### src/rtl/axi_log_pkg.sv
// axi_log_pkg: shared types and constants for the AXI address-channel logger.
package axi_log_pkg;
   localparam int ID_BITW       = 8;
   localparam int ADDR_BITW     = 32;
   localparam int LEN_BITW      = 8;
   localparam int DROP_CNT_BITW = 16;
   typedef struct packed {
      logic [ID_BITW-1:0]   id;
      logic [ADDR_BITW-1:0] addr;
      logic [LEN_BITW-1:0]  len;
      logic                 is_write;
   } log_entry_t;
endpackage

### src/rtl/axi_log_fifo.sv
// axi_log_fifo: per-channel capture FIFO; the caller gates push so a full FIFO only takes data while it pops.
module axi_log_fifo #(
   parameter int W     = 48,
   parameter int DEPTH = 4
) (
   input  logic         clk,
   input  logic         rst,
   input  logic         clear,
   input  logic         push,
   input  logic         pop,
   input  logic [W-1:0] din,
   output logic [W-1:0] dout,
   output logic         full,
   output logic         empty
);
   localparam int AW = $clog2(DEPTH);
   logic [W-1:0] mem [DEPTH];
   logic [AW:0]  wr_ptr, rd_ptr;
   assign empty = wr_ptr == rd_ptr;
   assign full  = (wr_ptr[AW] != rd_ptr[AW]) && (wr_ptr[AW-1:0] == rd_ptr[AW-1:0]);
   assign dout  = mem[rd_ptr[AW-1:0]];
   always_ff @(posedge clk) begin
      if (rst || clear) begin
         wr_ptr <= '0;
         rd_ptr <= '0;
      end else begin
         if (push) wr_ptr <= wr_ptr + (AW+1)'(1);
         if (pop) rd_ptr <= rd_ptr + (AW+1)'(1);
      end
   end
   always_ff @(posedge clk) if (push) mem[wr_ptr[AW-1:0]] <= din;
endmodule

### src/rtl/axi_log_arbiter.sv
// axi_log_arbiter: passive AW/AR snooper merging both channels into one log stream with alternating priority.
// Drop counter is built only with AXI_LOG_ARBITER_DROP_CNT_EN defined; otherwise DropCnt_DO is tied to 0.
module axi_log_arbiter import axi_log_pkg::*; #(
   parameter int AXI_ADDR_BITW = 32,
   parameter int AXI_ID_BITW   = 8,
   parameter int AXI_LEN_BITW  = 8,
   parameter int FIFO_DEPTH    = 4
) (
   input  logic                     Clk_CI,
   input  logic                     Rst_RI,
   input  logic                     AwValid_SI,
   input  logic                     AwReady_SI,
   input  logic [AXI_ID_BITW-1:0]   AwId_DI,
   input  logic [AXI_ADDR_BITW-1:0] AwAddr_DI,
   input  logic [AXI_LEN_BITW-1:0]  AwLen_DI,
   input  logic                     ArValid_SI,
   input  logic                     ArReady_SI,
   input  logic [AXI_ID_BITW-1:0]   ArId_DI,
   input  logic [AXI_ADDR_BITW-1:0] ArAddr_DI,
   input  logic [AXI_LEN_BITW-1:0]  ArLen_DI,
   input  logic                     Clear_SI,
   output logic                     LogValid_SO,
   output logic [AXI_ID_BITW-1:0]   LogId_DO,
   output logic [AXI_ADDR_BITW-1:0] LogAddr_DO,
   output logic [AXI_LEN_BITW-1:0]  LogLen_DO,
   output logic                     LogIsWrite_SO,
   output logic [DROP_CNT_BITW-1:0] DropCnt_DO
);
   localparam int EW = AXI_ID_BITW + AXI_ADDR_BITW + AXI_LEN_BITW;
   logic          aw_cap, ar_cap, aw_push, ar_push, aw_pop, ar_pop;
   logic          aw_full, ar_full, aw_empty, ar_empty, prio_ar;
   logic [EW-1:0] aw_dout, ar_dout, sel;
   assign aw_cap  = AwValid_SI & AwReady_SI & ~Clear_SI;
   assign ar_cap  = ArValid_SI & ArReady_SI & ~Clear_SI;
   assign aw_pop  = ~Clear_SI & ~aw_empty & (ar_empty | ~prio_ar);
   assign ar_pop  = ~Clear_SI & ~ar_empty & (aw_empty | prio_ar);
   assign aw_push = aw_cap & (~aw_full | aw_pop);
   assign ar_push = ar_cap & (~ar_full | ar_pop);
   assign sel     = aw_pop ? aw_dout : ar_dout;
   axi_log_fifo #(.W(EW), .DEPTH(FIFO_DEPTH)) u_aw_fifo (
      .clk(Clk_CI), .rst(Rst_RI), .clear(Clear_SI), .push(aw_push), .pop(aw_pop),
      .din({AwId_DI, AwAddr_DI, AwLen_DI}), .dout(aw_dout), .full(aw_full), .empty(aw_empty)
   );
   axi_log_fifo #(.W(EW), .DEPTH(FIFO_DEPTH)) u_ar_fifo (
      .clk(Clk_CI), .rst(Rst_RI), .clear(Clear_SI), .push(ar_push), .pop(ar_pop),
      .din({ArId_DI, ArAddr_DI, ArLen_DI}), .dout(ar_dout), .full(ar_full), .empty(ar_empty)
   );
   // Priority only flips when both channels competed in this cycle
   always_ff @(posedge Clk_CI) begin
      if (Rst_RI) begin
         prio_ar       <= 1'b0;
         LogValid_SO   <= 1'b0;
         LogId_DO      <= '0;
         LogAddr_DO    <= '0;
         LogLen_DO     <= '0;
         LogIsWrite_SO <= 1'b0;
      end else begin
         LogValid_SO <= aw_pop | ar_pop;
         prio_ar     <= Clear_SI ? 1'b0 : (aw_pop & ~ar_empty) ? 1'b1 : (ar_pop & ~aw_empty) ? 1'b0 : prio_ar;
         if (aw_pop || ar_pop) begin
            {LogId_DO, LogAddr_DO, LogLen_DO} <= sel;
            LogIsWrite_SO <= aw_pop;
         end
      end
   end
`ifdef AXI_LOG_ARBITER_DROP_CNT_EN
   logic [1:0]               drops;
   logic [DROP_CNT_BITW:0]   drop_sum;
   assign drops    = {1'b0, aw_cap & ~aw_push} + {1'b0, ar_cap & ~ar_push};
   assign drop_sum = {1'b0, DropCnt_DO} + {{(DROP_CNT_BITW-1){1'b0}}, drops};
   always_ff @(posedge Clk_CI) begin
      if (Rst_RI || Clear_SI) DropCnt_DO <= '0;
      else DropCnt_DO <= drop_sum[DROP_CNT_BITW] ? '1 : drop_sum[DROP_CNT_BITW-1:0];
   end
`else
   assign DropCnt_DO = '0;
`endif
endmodule

### config.mk
export PLATFORM = sky130hd
export DESIGN_NAME = axi_log_arbiter
export DESIGN_NICKNAME = d
export VERILOG_FILES = /design/src/rtl/axi_log_pkg.sv /design/src/rtl/axi_log_fifo.sv /design/src/rtl/axi_log_arbiter.sv
export SDC_FILE = /design/constraint.sdc
export NUM_CORES = 1
export LEC_CHECK = 0
export ABC_AREA = 1
export CORE_MARGIN = 2
export CORE_UTILIZATION = 45
export CTS_BUF_LIST = sky130_fd_sc_hd__clkbuf_2
export DETAILED_ROUTE_END_ITERATION = 6
export MAX_ROUTING_LAYER = met4
export PLACE_DENSITY = 0.78
export RECOVER_POWER = 25
export REMOVE_ABC_BUFFERS = 1
export SETUP_SLACK_MARGIN = 0.2
export SLEW_MARGIN = 20
export SYNTH_ARGS = -nofsm -noshare
export SYNTH_HDL_FRONTEND = slang
export SYNTH_HIERARCHICAL = 1
export SYNTH_SLANG_ARGS = --single-unit
### constraint.sdc
create_clock -name Clk_CI -period 3.25 [get_ports Clk_CI]
set_clock_uncertainty 0.1 [all_clocks]
set_input_delay 0.4875 -clock Clk_CI [delete_from_list [all_inputs] [get_ports Clk_CI]]
set_output_delay 0.4875 -clock Clk_CI [all_outputs]
set_load 0.01 [all_outputs]
# Word-level counts from Yosys, hierarchy flattened

Memory sizes are Yosys's and may differ from the RTL's. A register that Yosys moved wholly into a read port is not among the register bits.
Cells that the tools add are included.

$add $sub $neg: 4
Bitwise gates (word level): 23
Order comparisons: 0
Reduce and logical (&&, ||, !) cells: 6
Multipliers: 0
Divide/modulo/power cells: 0
Shift-type cells: 0
Eq/ne operators: 6
Muxes and demuxes: 11

Operators with widths:

| cell                                         | count |
|---|---|
| two-way mux 48 bit                           | 1 |
| adder 3 x 1 -> 3 bit (second input constant) | 4 |
| bitwise AND 1 bit                            | 12 |
| two-way mux 2 bit                            | 4 |
| == test 3 bit                                | 2 |
| two-way mux 1 bit                            | 6 |
| NOT 1 bit                                    | 6 |
| bitwise OR 1 bit                             | 5 |
| == test 2 bit                                | 2 |
| logical AND 1 bit                            | 2 |
| logical OR 1 bit                             | 2 |
| inequality test 1 bit                        | 2 |
| nonzero test 2 bit                           | 1 |
| OR reduction 2 bit                           | 1 |

Bits in registers: 63
Latch bits: 0
Bits in writable memories: 384
Word-level logic and storage cells: 62
Output and inout port bits: 66
Input bits: 103
Bits in read-only memories: 0
Memories: 2

Memory list:

| memory        | depth | width | read ports | clocked after Yosys merged registers in | write ports | line               | text |
|---|---|---|---|---|---|---|---|
| u_ar_fifo.mem | 4     | 48    | 1          | 1                                       | 1           | axi_log_fifo.sv:17 | `logic [W-1:0] mem [DEPTH];` |
| u_aw_fifo.mem | 4     | 48    | 1          | 1                                       | 1           | axi_log_fifo.sv:17 |  |

# Longest topological paths before layout

Gate-level depths: netlist (run 1).

Depth after elaboration: 8
Mapped depth: 15
Gate-level depth less buffers: 14

# Modules after synthesis

Netlist (run 1), hierarchy kept.

Modules (own cells, without submodules):

| module          | cells an instance | area an instance (um2) | instances | sequential area each (um2) |
|---|---|---|---|---|
| axi_log_fifo    | 616               | 7960.1                 | 2         | 5925.7 |
| axi_log_arbiter | 403               | 2528.7                 | 1         | 1021.0 |

# Worst setup path before layout (run 1)

No wires, ideal clock.

Kind: register to register
Start: register u_aw_fifo.wr_ptr[0]
End: memory u_aw_fifo.mem[3][0] (enable)
Cell stages (with the launch flop): 12
Path buffers: 1
Period minus slack after synthesis: 3.057 ns
Data required time: 2.746 ns
Library setup time: 0.404 ns
Slack: 0.193 ns
Arrival: 2.553 ns
Path through: dfxtp_1 -> inv_1 -> nand2_1 -> nand2_1 -> nand2_1 -> nor2_1 -> nor2_4 -> nand2_1 -> clkbuf_1 -> a21oi_1 -> nand2_1 -> inv_1

Word-level cells in the longest chain between the ends: 8
Elaborated cells on any way between the ends: 11
Classes of those cells: eq/ne: 2; mux: 2; bitwise: 6; reduce/logical: 1

Ends and longest elaborated chain:

| item                                    | line                  | text |
|---|---|---|
| from (decl)                             | axi_log_fifo.sv:18    | `logic [AW:0] wr_ptr, rd_ptr;` |
| from (signal assigned)                  | axi_log_fifo.sv:27    | `if (push) wr_ptr <= wr_ptr + (AW+1)'(1);` |
| == test 3 bit                           | axi_log_fifo.sv:19    | `assign empty = wr_ptr == rd_ptr;` |
| net aw_empty                            | axi_log_arbiter.sv:31 | `logic aw_full, ar_full, aw_empty, ar_empty, prio_ar;` |
| NOT 1 bit                               | axi_log_arbiter.sv:35 | `assign aw_pop = ~Clear_SI & ~aw_empty & (ar_empty \| ~prio_ar);` |
| bitwise AND 1 bit (2 in series)         | axi_log_arbiter.sv:35 |  |
| bitwise OR 1 bit                        | axi_log_arbiter.sv:37 | `assign aw_push = aw_cap & (~aw_full \| aw_pop);` |
| bitwise AND 1 bit                       | axi_log_arbiter.sv:37 |  |
| net aw_push                             | axi_log_arbiter.sv:30 | `logic aw_cap, ar_cap, aw_push, ar_push, aw_pop, ar_pop;` |
| two-way mux 1 bit                       | axi_log_fifo.sv:31    | `always_ff @(posedge clk) if (push) mem[wr_ptr[AW-1:0]] <= din;` |
| two-way mux 1 bit (not written as such) | axi_log_fifo.sv:31    |  |
| to (decl)                               | axi_log_fifo.sv:17    |  |

The timed path passes the listed nets, and every way through them passes these cells.

# Worst setup path in the final report (run 1)

Start: register u_ar_fifo.wr_ptr[0]
End: memory u_ar_fifo.mem[0][22] (enable)

Word-level cells in the longest chain between the ends: 8
Elaborated cells on any way between the ends: 11
Classes of those cells: eq/ne: 2; mux: 2; bitwise: 6; reduce/logical: 1

Ends and longest elaborated chain:

| item                                    | line                  | text |
|---|---|---|
| from (decl)                             | axi_log_fifo.sv:18    |  |
| from (signal assigned)                  | axi_log_fifo.sv:27    |  |
| == test 3 bit                           | axi_log_fifo.sv:19    |  |
| net ar_empty                            | axi_log_arbiter.sv:31 |  |
| NOT 1 bit                               | axi_log_arbiter.sv:36 | `assign ar_pop = ~Clear_SI & ~ar_empty & (aw_empty \| prio_ar);` |
| bitwise AND 1 bit (2 in series)         | axi_log_arbiter.sv:36 |  |
| bitwise OR 1 bit                        | axi_log_arbiter.sv:38 | `assign ar_push = ar_cap & (~ar_full \| ar_pop);` |
| bitwise AND 1 bit                       | axi_log_arbiter.sv:38 |  |
| net ar_push                             | axi_log_arbiter.sv:30 |  |
| two-way mux 1 bit                       | axi_log_fifo.sv:31    |  |
| two-way mux 1 bit (not written as such) | axi_log_fifo.sv:31    |  |
| to (decl)                               | axi_log_fifo.sv:17    |  |

The timed path passes the listed nets, and every way through them passes these cells.

==> results.txt, run 1 <==
Status: finished, final reports clean
GRT overflow: 0
Mean post-synth cell area: 11.3 sq um
IO Port Bufs: 152
Critical Path RT: 3.78 ns
Crit path launch type: register
Fmax: 367 MHz
Drt first-iter violations: 1023
Area of the multi-input gates: 0.00425 sq mm
Largest net degree at the start of global routing: 69
Clock slew at reported path FFs: 0.13 ns
# IOs: 169
Final Hold Viols: 0
# rows: 74
Placer Congestion: 0.799
Fin nets: 1976
Gr usage total: 0.202
Setup CP Type: register to register
Register area: 0.0129 sq mm
Initial core utilization: 0.454
CTS Sinks: 451
Min-Delay Startpoint: AwLen_DI[1]
Inserted Clock Buffers: 101
WL per Instance: 16.6 um
CTS tree: yes
Worst-margin pin slew: 0.948 ns
Via Count: 12300
Class of the worst hold path: input pin to register
Setup crit start: u_ar_fifo/wr_ptr[0]
Flop and latch count out of synthesis: 451
Chip width: 206 um
Final wirelength: 41.4 mm
Peak VDD IR: 0.231 mV
Vias in the first global route: 12200
Hold WS: 0.142 ns
Vias per cell: 4.94
Layout Cells excl Fill: 2492
Layout area overhead: 18.2%
Endpoints failing setup: 0
Mapped Area: 0.0184 sq mm
Reg2reg start: u_ar_fifo/wr_ptr[0]
CP endpoint kind: register
Max-slew headroom: 0.367
Mapped Cells: 1635
Setup TNS: 0 ns
Fraction of layout cells with a size suffix above 1: 0.107
Global-route wire length before repair: 64.1 mm
Fill cells: 3337
Die height: 206 um
Max FO, Critical Path: 14
Final cycle utilization of the critical path: 0.839
Final setup margin: 0.522 ns
Synth cell types: 22
Drt first pass iters: 5
Sequential share of the synthesized area: 0.698
CTS H-tree lvls: 3
Antenna violations before repair: 10
Clock Tree Buf Depth: 3
Worst path arrival time: 3.26 ns
Placed cells: 2262
Worst skew pair latency: 0.96 ns
Cell leakage power: 8.45 nW
HPWL after DPL: 26.6 mm
DR DRC count: 0
Power per Cell Area: 481 mW/mm^2
Period minus WS final: 2.73 ns
Max-slew violation count: 0
Full die area: 0.0426 sq mm
RSZ-0062 raised after global routing: false
Final ANT Viol Nets: 0
CTS root buf: clkbuf_2
Pre-CTS WS: 0.248 ns
Core area: 0.0406 sq mm
YS warnings: 6
MaxCap Viol Count: 0
[sequential cells by signal, summed over array words and instances (netlist names), named ones only]
| name | count |
|---|---|
| u_ar_fifo/mem | 192 |
| u_aw_fifo/mem | 192 |
| LogAddr_DO | 32 |
| LogId_DO | 8 |
| LogLen_DO | 8 |
| u_ar_fifo/rd_ptr | 3 |
| u_ar_fifo/wr_ptr | 3 |
| u_aw_fifo/rd_ptr | 3 |
| u_aw_fifo/wr_ptr | 3 |
| LogIsWrite_SO | 1 |
| LogValid_SO | 1 |
| prio_ar | 1 |
[critical path, stage by stage, from the launching register on]
cell	delay (ns)
dfxtp_1	0.43
inv_1	0.12
nand2_1	0.08
nand2_1	0.04
nand2_1	0.10
nor2_1	0.07
nor2_1	0.23
o21ai_0	0.19
a21oi_1	0.43
nand2_1	0.13
inv_2	0.24
buf_4	0.28
[cell type report]
cell class / instances / share of cell area
Sequential cell: 451 / 0.591
Clock inverter: 39 / 0.00878
Clock buffer: 150 / 0.0344
Multi-Input combinational cell: 878 / 0.195
Timing Repair Buffer: 213 / 0.102
Tap cell: 532 / 0.0305
Inverter: 218 / 0.0375
Antenna cell: 11 / 0.00126
[cell usage in the layout (no fill, tap or decap), types with 17 or more instances in the layout]
cell,instances
nor2_1,22
buf_4,17
o211ai_1,192
dlygate4sd3_1,92
nand3_1,52
edfxtp_1,384
dfxtp_1,63
inv_1,208
clkinv_1,31
clkdlybuf4s50_1,90
nand2_1,559
clkbuf_2,150
[stage by stage]
stage / power, W / util / area, sq um
2_1_floorplan: 0.00677 / - / 17900
3_3_place_gp: 0.00713 / 0.505 / 20500
3_5_place_dp: 0.00715 / 0.505 / 20500
4_1_cts: 0.0106 / 0.536 / 21800
5_1_grt: 0.0110 / 0.537 / 21800
6_report: 0.0105 / 0.537 / 21800
[synthesized netlist by cell type]
cell | count | area share
dfxtp_1 | 67 | 0.073
a21boi_0 | 2 | 0.00081
edfxtp_1 | 384 | 0.63
inv_1 | 216 | 0.044
buf_2 | 51 | 0.014
nor2_4 | 1 | 0.00061
nor2_1 | 22 | 0.0045
o211ai_1 | 192 | 0.078
o21ai_0 | 6 | 0.0016
a21oi_1 | 10 | 0.0027
clkbuf_1 | 14 | 0.0028
inv_2 | 2 | 0.00041
buf_4 | 33 | 0.013
nand2_1 | 561 | 0.11
xnor2_1 | 4 | 0.0019
ha_1 | 10 | 0.0068
buf_1 | 4 | 0.00081
nor3_2 | 1 | 0.00054
nor2_2 | 1 | 0.00034
nand3_1 | 52 | 0.014
conb_1 | 1 | 0.00020
buf_6 | 1 | 0.00061
[power by group]
group / internal, W / leakage [nW] / switching [W]
Combinational: 0.000280 / 3.72 / 0.000364
Sequential: 0.00635 / 4.01 / 0.0000428
Clock: 0.00133 / 0.710 / 0.00214
Total: 0.00795 / 8.45 / 0.00255
[metal layers]
metal,wire (um),up-vias,part of all wire,global-route usage
met2,20400,432,0.49,0.325
met5,0,-,0,-
met3,2800,68,0.068,0.0394
met4,803,0,0.019,0.0765
li1,-,6013,-,-
met1,17400,5805,0.42,0.254
[logic make-up (layout without fill, tap and decap cells)]
logic type / after synthesis / count (layout) / share of synthesized area
and+or+nand+nor: 638 / 638 / 0.134
adders and majority gates: 10 / 10 / 0.00678
xor gates and xnor gates: 4 / 4 / 0.00190
DFF: 451 / 451 / 0.698
buffers and inverters: 321 / 620 / 0.0759
AOI/OAI and AO/OA: 210 / 210 / 0.0833
other: 1 / 27 / 0.000203
[timing repair]
action                    in CTS  in global routing
buffers inserted               0                  0
gates resized for setup        0                  0
hold buffers                  30                  0
hold endpoints to repair      93                  0
[worst paths after layout]
check | cells past startpoint | slack (ns) | end
max | 11 | 0.52 | u_ar_fifo/mem[0][22]
min | 1 | 0.14 | u_aw_fifo/mem[2][1]
max reg2reg | 11 | 0.52 | u_ar_fifo/mem[0][22]
min reg2reg | 2 | 0.36 | LogAddr_DO[29]
(Power assumes the default switching activity.)
==> run 2: changes to the inputs <==
--- a/config.mk
+++ b/config.mk
@@ -11,7 +11,7 @@
 export CTS_BUF_LIST = sky130_fd_sc_hd__clkbuf_2
 export DETAILED_ROUTE_END_ITERATION = 6
 export MAX_ROUTING_LAYER = met4
-export PLACE_DENSITY = 0.78
+export PLACE_DENSITY = 0.76
 export RECOVER_POWER = 25
 export REMOVE_ABC_BUFFERS = 1
 export SETUP_SLACK_MARGIN = 0.2
==> constraint.sdc (replaced) <==
create_clock -name Clk_CI -period 2.7 [get_ports Clk_CI]
set_clock_uncertainty 0.1 [all_clocks]
set_input_delay 0.405 -clock Clk_CI [delete_from_list [all_inputs] [get_ports Clk_CI]]
set_output_delay 0.405 -clock Clk_CI [all_outputs]
set_load 0.01 [all_outputs]
==> run 2 against run 1 <==
Effect of this change: non-clock buffer count increased by 60; combinational power increased by 32%; cell area is 3.1% higher; critical path type is now register to output pin; global-route usage shrank 0.27 points; worst hold slack better by 0.027 ns; sequential power up 20%; clock-buffer cell count is 2 lower; sequential share of layout area down 1.7 points; first-iteration DRC count up 6.4%; final cell count grew 2.1%; clock power is 19% higher; sequential cell count unchanged.
==> results.txt, run 2 (synthesis gave the netlist of run 1 again) <==
Clock Tree Buf Depth: 3 (unchanged)
CTS root buf: clkbuf_2
Seq pwr share: 0.607 (about the same)
Area of the multi-input gates: 0.00426 sq mm (+0.15%)
Layout area overhead: 21.9%
GRT overflow: 0 (unchanged)
Total power: 0.0127 W (+21%)
Critical Path RT: 2.19 ns (-1.59 ns)
Period minus WS final: 2.37 ns
Clock power share: 0.326 (-0.004)
Vias in the first global route: 12100 (-0.67%)
Status: finished, final reports clean
Hold path cells: 1 (unchanged)
Fraction of layout cells with a size suffix above 1: 0.113 (+0.00583)
Buf/Inv on CP: 1 (-2)
CTS tree: yes
Peak VDD IR: 0.224 mV (-3.0%)
Cell family with most CP delay: buffers and inverters
Max incr delay on CP: 0.56 ns (+0.13 ns)
CP endpoint kind: output pin
Setup CP Type: register to output pin
# rows: 74 (unchanged)
HPWL after DPL: 26.3 mm (-1.2%)
IO Port Bufs: 152 (unchanged)
Full die area: 0.0426 sq mm (unchanged)
Endpoints failing setup: 0 (unchanged)
Most common cell after layout, fill and taps aside: nand2_1
Via Count: 12500 (+1.8%)
Fmax: 422 MHz
Final cycle utilization of the critical path: 0.877
Chip width: 206 um (unchanged)
Register area: 0.0129 sq mm (+0.11%)
Fin nets: 2038 (+3.1%)
CTS H-tree lvls: 3 (unchanged)
Placed cells: 2266 (+0.18%)
Gr usage total: 0.199 (-0.00269)
Class of the worst hold path: input pin to register
DR DRC count: 0 (unchanged)
Drt first pass iters: 7 (+2)
Initial core utilization: 0.454 (unchanged)
Antenna violations before repair: 4 (-6)
Final ANT Viol Nets: 0 (unchanged)
Placer Congestion: 0.875 (+9.5%)
Combinational cell fraction of total power: 0.067 (+0.006)
Final Hold Viols: 0 (unchanged)
Final wirelength: 41.7 mm (+0.74%)
Commonest non-fill, non-tap cells in the layout: nand2_1 (559), edfxtp_1 (384), inv_1 (208), o211ai_1 (192), dlygate4sd3_1 (150)
MaxCap Viol Count: 0 (unchanged)
Max-slew violation count: 0 (unchanged)
Worst path arrival time: 1.86 ns (-1.40 ns)
Cell leakage power: 8.81 nW (+4.3%)
RSZ-0062 raised after global routing: false
Crit path launch type: register
Layout Cells excl Fill: 2544 (+2.1%)
CP cell instances: clkdlybuf4s50_1
Largest net degree at the start of global routing: 101 (+46%)
Drt first-iter violations: 1088 (+6.4%)
Global-route wire length before repair: 63.5 mm (-1.0%)
Die height: 206 um (unchanged)
Worst Reg2Reg Path Length in Cells: 13 (+2)
WP depth: 1 (-10)
Sw Share: 0.241 (-0.00167)
Vias per cell: 4.93 (-0.31%)
NetSw: 0.00306 W (+20%)
Core area: 0.0406 sq mm (unchanged)
Power per Cell Area: 564 mW/mm^2 (+17%)
Pint: 0.00961 W (+21%)
Pre-CTS WS: 0.141 ns (-0.107 ns)
Inserted Clock Buffers: 103 (+2.0%)
Max FO, Critical Path: 2 (-12)
# IOs: 169 (unchanged)
Max-slew headroom: 0.495 (+0.128)
Clock slew at reported path FFs: 0.10 ns (-0.03 ns)
Worst-margin pin slew: 0.755 ns (-0.193 ns)
Final setup margin: 0.331 ns (-0.190 ns)
CTS Sinks: 451 (unchanged)
Slowest cell on crit path: clkdlybuf4s50_1
Worst skew pair latency: 0.92 ns (-0.04 ns)
WL per Instance: 16.4 um (-1.3%)
Fill cells: 3272 (-1.9%)
## run 2: cell count changes in the layout (fill, tap and decap cells not counted), sizes merged
| cell | previous run | this run |
|---|---|---|
| diode | 11 | 4 |
| clkinv | 37 | 34 |
| inv | 218 | 221 |
| dlygate4sd2 | 0 | 1 |
| clkdlybuf4s50 | 90 | 82 |
| dlygate4sd3 | 92 | 150 |
| clkinvlp | 1 | 2 |
| dlymetal6s2s | 0 | 4 |
| clkbuf | 150 | 149 |
| buf | 31 | 35 |
## run 2: path summary, 6_finish.rpt
path | from | to | slack (ns)
worst max register to register | u_ar_fifo/wr_ptr[0] | u_aw_fifo/mem[1][32] | 0.34
worst max-delay path | LogIsWrite_SO | LogIsWrite_SO | 0.33
worst min register to register | LogAddr_DO[4] | LogAddr_DO[4] | 0.36
worst min-delay path | AwAddr_DI[2] | u_aw_fifo/mem[0][10] | 0.17
## run 2: routing by layer
metal	wire length, um	GRT usage	up-vias
met5	0	-	-
met4	1030	0.0737	0
met3	2630	0.0386	58
met2	20300	0.318	437
met1	17700	0.254	5902
li1	-	-	6139
## run 2: power by group through the flow
stage | Sequential [W] | Clock, W | Combinational [W]
2_1_floorplan | 0.00788 | 0 | 0.000269
4_1_cts | 0.00769 | 0.00425 | 0.000867
6_report | 0.00769 | 0.00413 | 0.000849
3_3_place_gp | 0.00785 | 0 | 0.000743
3_5_place_dp | 0.00785 | 0 | 0.000765
5_1_grt | 0.00770 | 0.00461 | 0.000928
## run 2: layout make-up
cell class	count	share of cell area
sequential	451	0.574
tap	532	0.0296
clock buffer	148	0.0329
antenna	4	0.000445
multi-input combinational	878	0.189
clock inverter	40	0.00840
timing repair buffer	273	0.129
inverter	218	0.0364
## run 2: through the flow
stage | utilization | instance area [sq um] | TNS [ns] | hold slack, ns
3_3_place_gp | 0.507 | 20600 | 0 | 0.341
6_report | 0.553 | 22500 | 0 | 0.169
5_1_grt | 0.553 | 22500 | 0 | 0.0862
2_1_floorplan | - | 17900 | -467.06 | 0.369
4_1_cts | 0.550 | 22400 | 0 | 0.00426
3_5_place_dp | 0.507 | 20600 | 0 | 0.340
## run 2: what timing repair did
item / in CTS / in global routing
pin swaps: 0 / 1
cloned: 0 / 1
buffers inserted: 0 / 0
setup endpoints to repair: 6 / 174
endpoints found under the hold margin: 308 / 10
hold buffers: 81 / 4
resized for setup: 6 / 14
==> run 3: changes to the inputs <==
--- a/config.mk
+++ b/config.mk
@@ -7,11 +7,11 @@
 export LEC_CHECK = 0
 export ABC_AREA = 1
 export CORE_MARGIN = 2
-export CORE_UTILIZATION = 45
+export CORE_UTILIZATION = 60
 export CTS_BUF_LIST = sky130_fd_sc_hd__clkbuf_2
 export DETAILED_ROUTE_END_ITERATION = 6
 export MAX_ROUTING_LAYER = met4
-export PLACE_DENSITY = 0.76
+export PLACE_DENSITY = 0.94
 export RECOVER_POWER = 25
 export REMOVE_ABC_BUFFERS = 1
 export SETUP_SLACK_MARGIN = 0.2
==> run 3 against run 2 <==
Effect of this change: the run now ends with design-rule violations left; clock-buffer cell count grew 2; final cell count shrank 5.4%; register-to-register slack lost 0.08 ns; critical path depth is the same; global-route usage grew 12 points; clock power grew 6.8%; utilization grew 18 points; sequential share of layout area grew 0.48 points; die area shrank 25%; non-clock buffer count shrank 3; largest cell class unchanged.
==> results.txt, run 3 (synthesis gave the netlist of run 1 again) <==
Fraction of layout cells with a size suffix above 1: 0.113 (about the same)
CP cell instances: clkdlybuf4s50_1
CP endpoint kind: output pin
Cell leakage power: 8.77 nW (-0.46%)
# rows: 64 (-14%)
CTS H-tree lvls: 3 (unchanged)
Power per Cell Area: 583 mW/mm^2 (+3.5%)
Layout area overhead: 20.7%
Final cycle utilization of the critical path: 0.915 (+0.0377)
Max-slew headroom: 0.494 (-0.00130)
Buf/Inv on CP: 1 (unchanged)
Inserted Clock Buffers: 102 (-0.97%)
Fill cells: 1720 (-47%)
Failing checks: design-rule violations
Combinational cell fraction of total power: 0.069 (+0.002)
Peak VDD IR: 0.360 mV (+61%)
Min-Delay Startpoint: AwLen_DI[2]
FF-to-FF End: u_aw_fifo/mem[0][26]
Class of the worst hold path: input pin to register
Fmax: 405 MHz (-4.1%)
M3 GR Usage: 0.0778 (+0.0392)
Sw Share: 0.258 (+0.0164)
CTS Sinks: 451 (unchanged)
Status: finished with violations
Core area: 0.0304 sq mm (-25%)
IO Port Bufs: 152 (unchanged)
Worst-margin pin slew: 0.759 ns (+0.00374 ns)
Final Hold Viols: 0 (unchanged)
CTS tree: yes
Worst skew pair latency: 1.00 ns (+0.08 ns)
Setup CP Type: register to output pin
Placer Congestion: 0.804 (-8.2%)
RSZ-0062 raised after global routing: false
Vias in the first global route: 14400 (+19%)
Critical Path RT: 2.19 ns (about the same)
Hold WS: 0.121 ns (-0.0484 ns)
Gr usage total: 0.323 (+0.124)
Crit path launch type: register
Drt first pass iters: 7 (unchanged)
Max FO, Critical Path: 2 (unchanged)
Worst path arrival time: 1.97 ns (+0.11 ns)
Worst Reg2Reg Path Length in Cells: 12 (-1)
# IOs: 169 (unchanged)
Full die area: 0.0322 sq mm (-25%)
Setup crit start: LogAddr_DO[22]
WL per Instance: 21.2 um (+29%)
Commonest non-fill, non-tap cells in the layout: nand2_1 (559), edfxtp_1 (384), inv_1 (208), o211ai_1 (192), clkbuf_2 (150)
Slowest cell on crit path: clkdlybuf4s50_1
HPWL after DPL: 26.9 mm (+2.6%)
Die height: 179 um (-13%)
Clock slew at reported path FFs: 0.14 ns (+0.04 ns)
Total power: 0.0130 W (+2.5%)
Antenna violations before repair: 3 (-1)
Reg2reg start: u_ar_fifo/wr_ptr[0]
Most Used Layer, Global Route: met2
Drt first-iter violations: 2062 (+90%)
DR DRC count: 11 (+11)
Via Count: 14200 (+13%)
Pint: 0.00965 W (+0.33%)
Hold path cells: 1 (unchanged)
NetSw: 0.00335 W (+9.5%)
Fin nets: 2034 (-0.20%)
Met1 Usage GRT: 0.363 (+0.109)
Area of the multi-input gates: 0.00426 sq mm (unchanged)
Reg-to-reg setup timing slack: 0.26 ns (-0.08 ns)
GRT overflow: 0 (unchanged)
Worst Hold End: u_aw_fifo/mem[0][2]
Most common cell after layout, fill and taps aside: nand2_1
Seq pwr share: 0.592 (-0.015)
Vias per cell: 5.89 (+20%)
Met2 usage: 0.528 (+0.209)
Final wirelength: 51.0 mm (+22%)
MaxCap Viol Count: 0 (unchanged)
Initial core utilization: 0.606 (+0.152)
Max-slew violation count: 0 (unchanged)
Endpoints failing setup: 0 (unchanged)
Cell family with most CP delay: buffers and inverters
CTS root buf: clkbuf_2
Clock power share: 0.339 (+0.013)
Max incr delay on CP: 0.55 ns (about the same)
Final ANT Viol Nets: 0 (unchanged)
Largest net degree at the start of global routing: 121 (+20%)
Register area: 0.0129 sq mm (about the same)
Period minus WS final: 2.47 ns (+0.102 ns)
Clock Tree Buf Depth: 3 (unchanged)
Chip width: 179 um (-13%)
Global-route wire length before repair: 75.5 mm (+19%)
run 3: changes by cell type in the layout (fill, tap and decap cells not counted), moves of 3 or more:
cell	previous run	this run
dfxtp_2	13	4
inv_2	13	10
dfxtp_1	52	61
dlygate4sd3_1	150	147
buf_4	16	19
run 3: final cells by class:
| class | count | area share |
|---|---|---|
| Clock inverter | 40 | 0.00927 |
| Timing Repair Buffer | 270 | 0.128 |
| Multi-Input combinational cell | 878 | 0.191 |
| Clock buffer | 150 | 0.0337 |
| Sequential cell | 451 | 0.579 |
| Inverter | 218 | 0.0367 |
| Antenna cell | 3 | 0.000337 |
| Tap cell | 396 | 0.0222 |
run 3: power groups by stage:
stage	registers [W]	logic [W]	clock network [W]
2_1_floorplan	0.00788	0.000269	0
3_3_place_gp	0.00783	0.000722	0
3_5_place_dp	0.00784	0.000762	0
4_1_cts	0.00768	0.000873	0.00430
5_1_grt	0.00769	0.000954	0.00478
6_report	0.00769	0.000897	0.00441
run 3: timing repair:
item	CTS	global route
gates resized for setup	2	7
cloned	0	0
hold buffers	75	2
setup buffers	0	5
pin swaps	0	1
hold endpoints to repair	271	4
endpoints found under the setup margin	6	25
run 3: how the worst max path moves through the flow:
stage / endpoint / depth (start not counted)
after global routing: u_aw_fifo/mem[0][5] / 12
final: LogAddr_DO[22] / 1
after detailed placement: u_aw_fifo/mem[0][0] / 7
after global placement: u_aw_fifo/mem[3][29] / 7
after CTS: u_aw_fifo/rd_ptr[1] / 11
after floorplan: u_aw_fifo/mem[3][0] / 11
run 3: per-layer routing:
| layer | routed length, um | vias up |
|---|---|---|
| met5 | 0 | - |
| met4 | 2820 | 0 |
| met3 | 6000 | 279 |
| met2 | 24900 | 1229 |
| met1 | 17300 | 6541 |
| li1 | - | 6130 |
run 3: metrics by stage:
stage | instances | setup TNS (ns) | instance area, sq um | util | setup slack (ns)
floorplan | 1547 | -467.06 | 17900 | - | -1.92
global placement | 2131 | 0 | 20500 | 0.672 | 0.274
detailed placement | 2131 | 0 | 20500 | 0.672 | 0.103
CTS | 2396 | 0 | 22200 | 0.729 | 0.205
global route | 2406 | 0 | 22300 | 0.732 | 0.188
finish | 2406 | 0 | 22300 | 0.732 | 0.230
